<file path="config.mk">
export PLATFORM = sky130hd
export DESIGN_NAME = fetch_ctrl
export DESIGN_NICKNAME = d
export VERILOG_FILES = /design/src/rtl/fetch_ctrl.sv
export SDC_FILE = /design/constraint.sdc
export NUM_CORES = 1
export LEC_CHECK = 0
export CORE_ASPECT_RATIO = 0.6
export CORE_MARGIN = 2
export CORE_UTILIZATION = 54
export CTS_CLUSTER_DIAMETER = 200
export DETAILED_ROUTE_END_ITERATION = 7
export PLACE_DENSITY = 0.85
export REMOVE_ABC_BUFFERS = 1
export SKIP_CTS_REPAIR_TIMING = 1
export SYNTH_ARGS = -nofsm -noshare
export SYNTH_HDL_FRONTEND = slang
export SYNTH_SLANG_ARGS = --single-unit
export TNS_END_PERCENT = 20
</file>
<file path="constraint.sdc">
create_clock -name clk -period 5.85 [get_ports clk]
set_clock_uncertainty 0.15 [all_clocks]
set_input_delay 1.4625 -clock clk [delete_from_list [all_inputs] [get_ports clk]]
set_output_delay 1.4625 -clock clk [all_outputs]
set_load 0.03 [all_outputs]
</file>
<file path="src/rtl/fetch_ctrl.sv">
// rtl/fetch_ctrl.sv - instruction fetch sequencer with 2-entry output buffer
// Owns the PC, pushes {pc, instr} into a 2-deep buffer, handles redirects and HALT.
module fetch_ctrl #(
  parameter int unsigned         ADDR_W      = 8,
  parameter int unsigned         INSTR_W     = 16,
  parameter logic [ADDR_W-1:0]   RESET_PC    = '0,
  parameter logic [3:0]          HALT_OPCODE = 4'hF
) (
  input  logic               clk,
  input  logic               rst,
  output logic [ADDR_W-1:0]  imem_addr,
  input  logic [INSTR_W-1:0] imem_instr,
  output logic               out_valid,
  input  logic               out_ready,
  output logic [INSTR_W-1:0] out_instr,
  output logic [ADDR_W-1:0]  out_pc,
  input  logic               redirect_valid,
  input  logic [ADDR_W-1:0]  redirect_pc,
  output logic               halted
);

  typedef enum logic {S_RUN = 1'b0, S_HALT = 1'b1} state_t;

  state_t             state_q;
  logic [ADDR_W-1:0]  pc_q;
  logic [1:0]         count_q, count_d;
  logic               halted_q;
  logic [INSTR_W-1:0] head_instr_q, tail_instr_q;
  logic [ADDR_W-1:0]  head_pc_q, tail_pc_q;

  logic pop, fetch, is_halt, load_head, load_tail;

  always_comb begin
    pop       = (count_q != 2'd0) & out_ready;
    fetch     = (state_q == S_RUN) & ~redirect_valid & ((count_q != 2'd2) | pop);
    is_halt   = (imem_instr[INSTR_W-1 -: 4] == HALT_OPCODE);
    // New word lands at head when the buffer is (or becomes) empty, else behind it.
    load_head = fetch & ((count_q == 2'd0) | (pop & (count_q == 2'd1)));
    load_tail = fetch & (((count_q == 2'd1) & ~pop) | ((count_q == 2'd2) & pop));
    count_d   = count_q;
    if (fetch & ~pop)      count_d = count_q + 2'd1;
    else if (~fetch & pop) count_d = count_q - 2'd1;
  end

  always_ff @(posedge clk) begin
    if (rst) begin
      state_q      <= S_RUN;
      pc_q         <= RESET_PC;
      count_q      <= 2'd0;
      halted_q     <= 1'b0;
      head_instr_q <= '0;
      head_pc_q    <= '0;
      tail_instr_q <= '0;
      tail_pc_q    <= '0;
    end else if (redirect_valid) begin
      state_q  <= S_RUN;
      pc_q     <= redirect_pc;
      count_q  <= 2'd0;
      halted_q <= 1'b0;
    end else begin
      count_q <= count_d;
      if (fetch) begin
        pc_q <= pc_q + ADDR_W'(1);
        if (is_halt) begin
          state_q  <= S_HALT;
          halted_q <= 1'b1;
        end
      end
      if (pop & (count_q == 2'd2)) begin
        head_instr_q <= tail_instr_q;
        head_pc_q    <= tail_pc_q;
      end else if (load_head) begin
        head_instr_q <= imem_instr;
        head_pc_q    <= pc_q;
      end
      if (load_tail) begin
        tail_instr_q <= imem_instr;
        tail_pc_q    <= pc_q;
      end
    end
  end

  assign imem_addr = pc_q;
  assign out_valid = (count_q != 2'd0);
  assign out_instr = head_instr_q;
  assign out_pc    = head_pc_q;
  assign halted    = halted_q;

endmodule

</file>
# After elaboration in Yosys (flattened, before gate mapping)
# Cells that the tools add are included.
[classes] bitwise=17 n_eq_ne=4 n_reduce_logical=9 mul=0 div=0 n_addsub=3 n_lt_le_gt_ge=0 mux=8 shifts=0
[op_table] cell="two-way mux 16 bit" n=2
[op_table] cell="two-way mux 8 bit" n=4
[op_table] cell="AND 1 bit" n=10
[op_table] cell="adder 8 x 1 -> 8 bit (second input constant)" n=1
[op_table] cell="nonzero test 2 bit" n=4
[op_table] cell="AND reduction 2 bit" n=3
[op_table] cell="equality test 4 bit (second input constant)" n=1
[op_table] cell="two-way mux 2 bit" n=2
[op_table] cell="NOT 1 bit" n=4
[op_table] cell="OR 1 bit" n=3
[op_table] cell="adder 2 x 1 -> 2 bit (second input constant)" n=1
[op_table] cell="equality test 2 x 1 -> 1 bit (second input constant)" n=1
[op_table] cell="equality test 2 bit (second input constant)" n=1
[op_table] cell="zero test 2 bit" n=1
[op_table] cell="inequality test 2 bit (second input constant)" n=1
[op_table] cell="OR reduction 2 bit" n=1
[op_table] cell="subtractor 2 x 1 -> 2 bit (second input constant)" n=1
[word_totals] input_bits=28 ramBits=0 romBits=0 latchBits=0 out_inout_bits=34 reg_bits=59 mem_count=0 word_cells=48

# Logic depth before layout (Yosys ltp)
[logic_depth] word_depth=8 depth_mapped=9

# Worst setup path after synthesis
# No wires, ideal clock.
[synth_path] path_type="input to register" startpoint="input redirect_valid" endpoint="register tail_pc_q[5]" n_path_buf=2 required_ns=5.628 setup_time_ns=0.072 t_arrival_ns=2.594 path_stages=5 path_slack_ns=3.034 cell_sequence="clkbuf_1 -> or2_2 -> a21oi_4 -> buf_4 -> mux2i_1"
[synth_between] elab_chain_cells=5
[synth_lines] item="start: declaration" line="17" source="input logic redirect_valid,"
[synth_lines] item="NOT 1 bit (no line) *"
[synth_lines] item="AND 1 bit (2 in a row)" line="35" source="fetch = (state_q == S_RUN) & ~redirect_valid & ((count_q != 2'd2) | pop);"
[synth_lines] item="AND 1 bit" line="39" source="load_tail = fetch & (((count_q == 2'd1) & ~pop) | ((count_q == 2'd2) & pop));"
[synth_lines] item="AND reduction 2 bit (no line) *"
[synth_lines] item="end signal: assignment" line="78" source="tail_pc_q <= pc_q;"
[synth_lines] item="end: declaration" line="29" source="logic [ADDR_W-1:0] head_pc_q, tail_pc_q;"
# Every way passes the cells marked *; elsewhere a longest branch is shown, timed or not.
# A chain may end at the register's enable or synchronous reset.

# Worst setup path in the final report
[layout_path] startpoint="input redirect_valid" endpoint="register head_instr_q[13] (netlist: out_instr[13])"
[layout_between] elab_chain_cells=6
[layout_lines] item="NOT 1 bit (no line) *"
[layout_lines] item="AND 1 bit (2 in a row)" line="35"
[layout_lines] item="AND 1 bit" line="38" source="load_head = fetch & ((count_q == 2'd0) | (pop & (count_q == 2'd1)));"
[layout_lines] item="nonzero test 2 bit (no line)"
[layout_lines] item="AND reduction 2 bit (no line) *"
[layout_lines] item="end signal: assignment" line="70" source="head_instr_q <= tail_instr_q;"
[layout_lines] item="end signal: assignment" line="73" source="head_instr_q <= imem_instr;"
[layout_lines] item="end: declaration" line="28" source="logic [INSTR_W-1:0] head_instr_q, tail_instr_q;"
# Marks and branches as above.

==> impl_metrics.csv <==
group,metric,value,unit
drt,drtAntennaViolNets,0,
worst_setup_path,critPathBufInv,1,
cells_and_area,regArea,1181,sq um
cells_and_area,fillers,363,
worst_setup_path,cp_data_required_time,5.94,ns
min_path,hold_path_end,"tail_instr_q[8]",
placed_design,gp_congestion,0.7903,
sta,slew_headroom,19.16,%
cells_and_area,fin_cells,415,
global_routing,antenna_found_initial,0,
drt,routedWlPerCell,15.39,um
sta,period_minus_slack,3.659,ns
worst_setup_path,critPathMaxFanout,24,
floorplanning,ioPinCount,62,
floorplanning,rows,20,
cts,tritoncts,"done",
floorplanning,start_util,55.38,%
worst_setup_path,cpPeakStageDelay,1.03,ns
sta,worst_pin_slew,1.213,ns
cells_and_area,multiInputGateArea,1456,sq um
global_routing,grt_first_pass_wirelength,10.21,mm
sta,finalWorstSetupSlack,2.191,ns
placed_design,portBuffers,61,
global_routing,grt_pass1_vias,2155,
worst_setup_path,path_cells,"clkdlybuf4s50_1, nand4bb_1, nor2_1, nor2_1, o221a_1",
min_path,worstHoldStart,"tail_instr_q[8]",
worst_setup_path,ff2ff_setup_slack,3.13,ns
sta,finalMaxSlewViolations,0,
min_path,whs_path_depth,2,
floorplanning,core-area,4980,sq um
placed_design,dp_slack,1.845,ns
cells_and_area,mostFrequentLayoutCell,"clkdlybuf4s50_1",
logic_synthesis,syn_avg_cell_area,9.380,sq um
global_routing,grtUsageTotal,24.05,%
global_routing,grt.overflow.total,0,
cts,clockRootBuffer,"clkbuf_8",
sta,finalCritPeriodShare,62.55,%
cts,clk_latency,0.35,ns
worst_setup_path,start_kind,"primary input",
drt,drt_iter0_markers,183,
worst_setup_path,slowest_stage,"nand4bb_1",
cells_and_area,drive_above_1_share,7.450,%
placed_design,placed_area,3348,sq um
drt,firstDrtPassIters,4,
floorplanning,die_height,59.36,um
drt,vias,2282,
floorplanning,die_width,96.26,um
worst_setup_path,critPathArrivalTime,3.75,ns
logic_synthesis,synth_seq_cells,59,
logic_synthesis,syn_inst,294,
worst_setup_path,reg2reg_depth,5,
pwr,peakVddDrop,186.1,uV
drt,wirelength,6.388,mm
worst_setup_path,end_kind,"flip-flop",
placed_design,place_hpwl,3.952,mm
cells_and_area,area_growth,29.63,%
logic_synthesis,yosysUniqueCellTypes,36,
worst_setup_path,worstSetupPathType,"primary input to flip-flop",
logic_synthesis,ys_seq_area_share,42.83,%
drt,route.detailed.drc,0,
worst_setup_path,cp_common_cell,"nor2_1",
pwr,power.static_leakage,1.362,nW
min_path,min_path_type,"flip-flop to flip-flop",
placed_design,dp_cells,399,
logic_synthesis,yosysWarningCount,0,
drt,via_per_inst,5.499,
sta,setup_viol,0,
cells_and_area,layout_common_cells,"clkdlybuf4s50_1 (60), dfxtp_1 (59), nor2_1 (54), nand2b_1 (50), mux2i_1 (25)",
cts,cts_made_buffers,9,
cells_and_area,finalNetCount,376,
sta,totalNegativeSetupSlack,0,ns
sta,max_freq,273.3,MHz
logic_synthesis,synthesis.area,2758,sq um
floorplanning,design.die.area,5713,sq um
job,drv_cap,0,
worst_setup_path,reg2reg_to,"out_pc[2]",
worst_setup_path,crit_family,"simple AND/OR/NAND/NOR gates",
worst_setup_path,r2r_start,"count_q[0]",
cts,h-tree-depth,3,
cells_and_area,diodes,0,
sta,hold_violations,0,
pwr,power_density,314.4,nW/um^2
cts,clockBufferDepth,2,
sta,grt_setup_unrepaired,"no",
cts,clock-sinks,59,
status,outcome,"finished, final reports clean",
global_routing,grt_max_degree,83,
cts,clkTransAtPathRegs,0.07,ns
cells_and_area,final_area,3575,sq um
sta,worst_hold_slack,0.3279,ns
## per-stage QoR
step	power [mW]	utilization, %
3_5_place_dp	0.7064	67.24
3_3_place_gp	0.7019	67.24
5_1_grt	1.168	71.78
2_1_floorplan	0.6032	-
6_report	1.124	71.78
4_1_cts	1.128	71.78
## flip-flops by register name, indices dropped and copies added (netlist names)
signal and count:
count_q 2, halted 1, imem_addr 8, out_instr 16, out_pc 8, tail_instr_q 16
tail_pc_q 8
## cells in the mapped netlist, drive strengths merged
| library cell | number | area share (%) |
|---|---|---|
| or3 | 1 | 0.23 |
| nor3 | 3 | 0.54 |
| and4 | 2 | 0.64 |
| a21oi | 7 | 2.0 |
| o21ai | 2 | 0.36 |
| clkbuf | 14 | 1.9 |
| a211oi | 8 | 2.4 |
| and2b | 1 | 0.27 |
| nand4bb | 1 | 0.41 |
| nor2b | 1 | 0.23 |
| inv | 6 | 0.82 |
| and3 | 1 | 0.23 |
| nand2 | 3 | 0.41 |
| a311oi | 1 | 0.32 |
| nand2b | 50 | 11 |
| xnor2 | 5 | 1.6 |
| dfxtp | 59 | 43 |
| xor2 | 2 | 0.64 |
| nand3 | 3 | 0.54 |
| buf | 8 | 1.6 |
| mux2i | 25 | 9.1 |
| nand4b | 1 | 0.32 |
| o21bai | 1 | 0.27 |
| ha | 4 | 1.8 |
| a22o | 2 | 0.64 |
| o311a | 1 | 0.36 |
| o221a | 24 | 9.8 |
| or2 | 1 | 0.23 |
| nor2 | 54 | 7.4 |
| nand3b | 1 | 0.27 |
| a2111oi | 2 | 0.64 |
## power breakdown
group          switching [mW]  internal [mW]  total (mW)  leakage, nW
clock network           0.174          0.251       0.425        0.108
registers              0.0251          0.435       0.460        0.484
logic                   0.130          0.109       0.239        0.769
total                   0.328          0.795        1.12         1.36
## worst max path at each step
stage | start | to | cells after the start
floorplan | out_ready | out_pc[0] | 4
global placement | redirect_valid | out_instr[15] | 5
detailed placement | redirect_valid | out_instr[4] | 5
CTS | redirect_valid | out_instr[13] | 5
global route | redirect_valid | out_instr[13] | 5
finish | redirect_valid | out_instr[13] | 5
## kinds of logic (layout without fill, tap and decap cells)
kind of cell             Yosys count  in the layout  synth area share [%]
buffers and inverters             28             83                 4.356
adder cells (fa/ha/maj)            4              4                 1.815
AND/OR/NAND/NOR                  123            123                 23.00
multiplexers                      25             25                 9.074
flip-flops                        59             59                 42.83
XOR/XNOR                           7              7                 2.223
AO/OA/AOI/OAI                     48             48                 16.70
## area by class of cell
cell class / count / share of cell area (%)
multi-input cells: 207 / 40.74
flip-flops and latches: 59 / 33.04
repair buffers: 61 / 16.94
clock buffers: 10 / 3.850
clock inverters: 6 / 2.485
well taps: 66 / 2.310
inverters: 6 / 0.6300
## worst register-to-register path: cells and delay by family (launching register included)
kind,cells,cell delay [ns]
AND/OR/NAND/NOR,1,0.42
adder cells (fa/ha/maj),1,0.34
AO/OA/AOI/OAI,2,1.34
flip-flops,1,0.33
buffers and inverters,1,0.08
## routing by layer
metal | GRT usage (%) | vias to the layer above | wire length [um]
met5 | 0 | - | 0
met4 | 6.735 | 0 | 59
met3 | 9.542 | 9 | 499
met2 | 35.52 | 86 | 2750
met1 | 32.80 | 1060 | 3079
li1 | - | 1127 | -
Power figures use the tool's default switching activity.
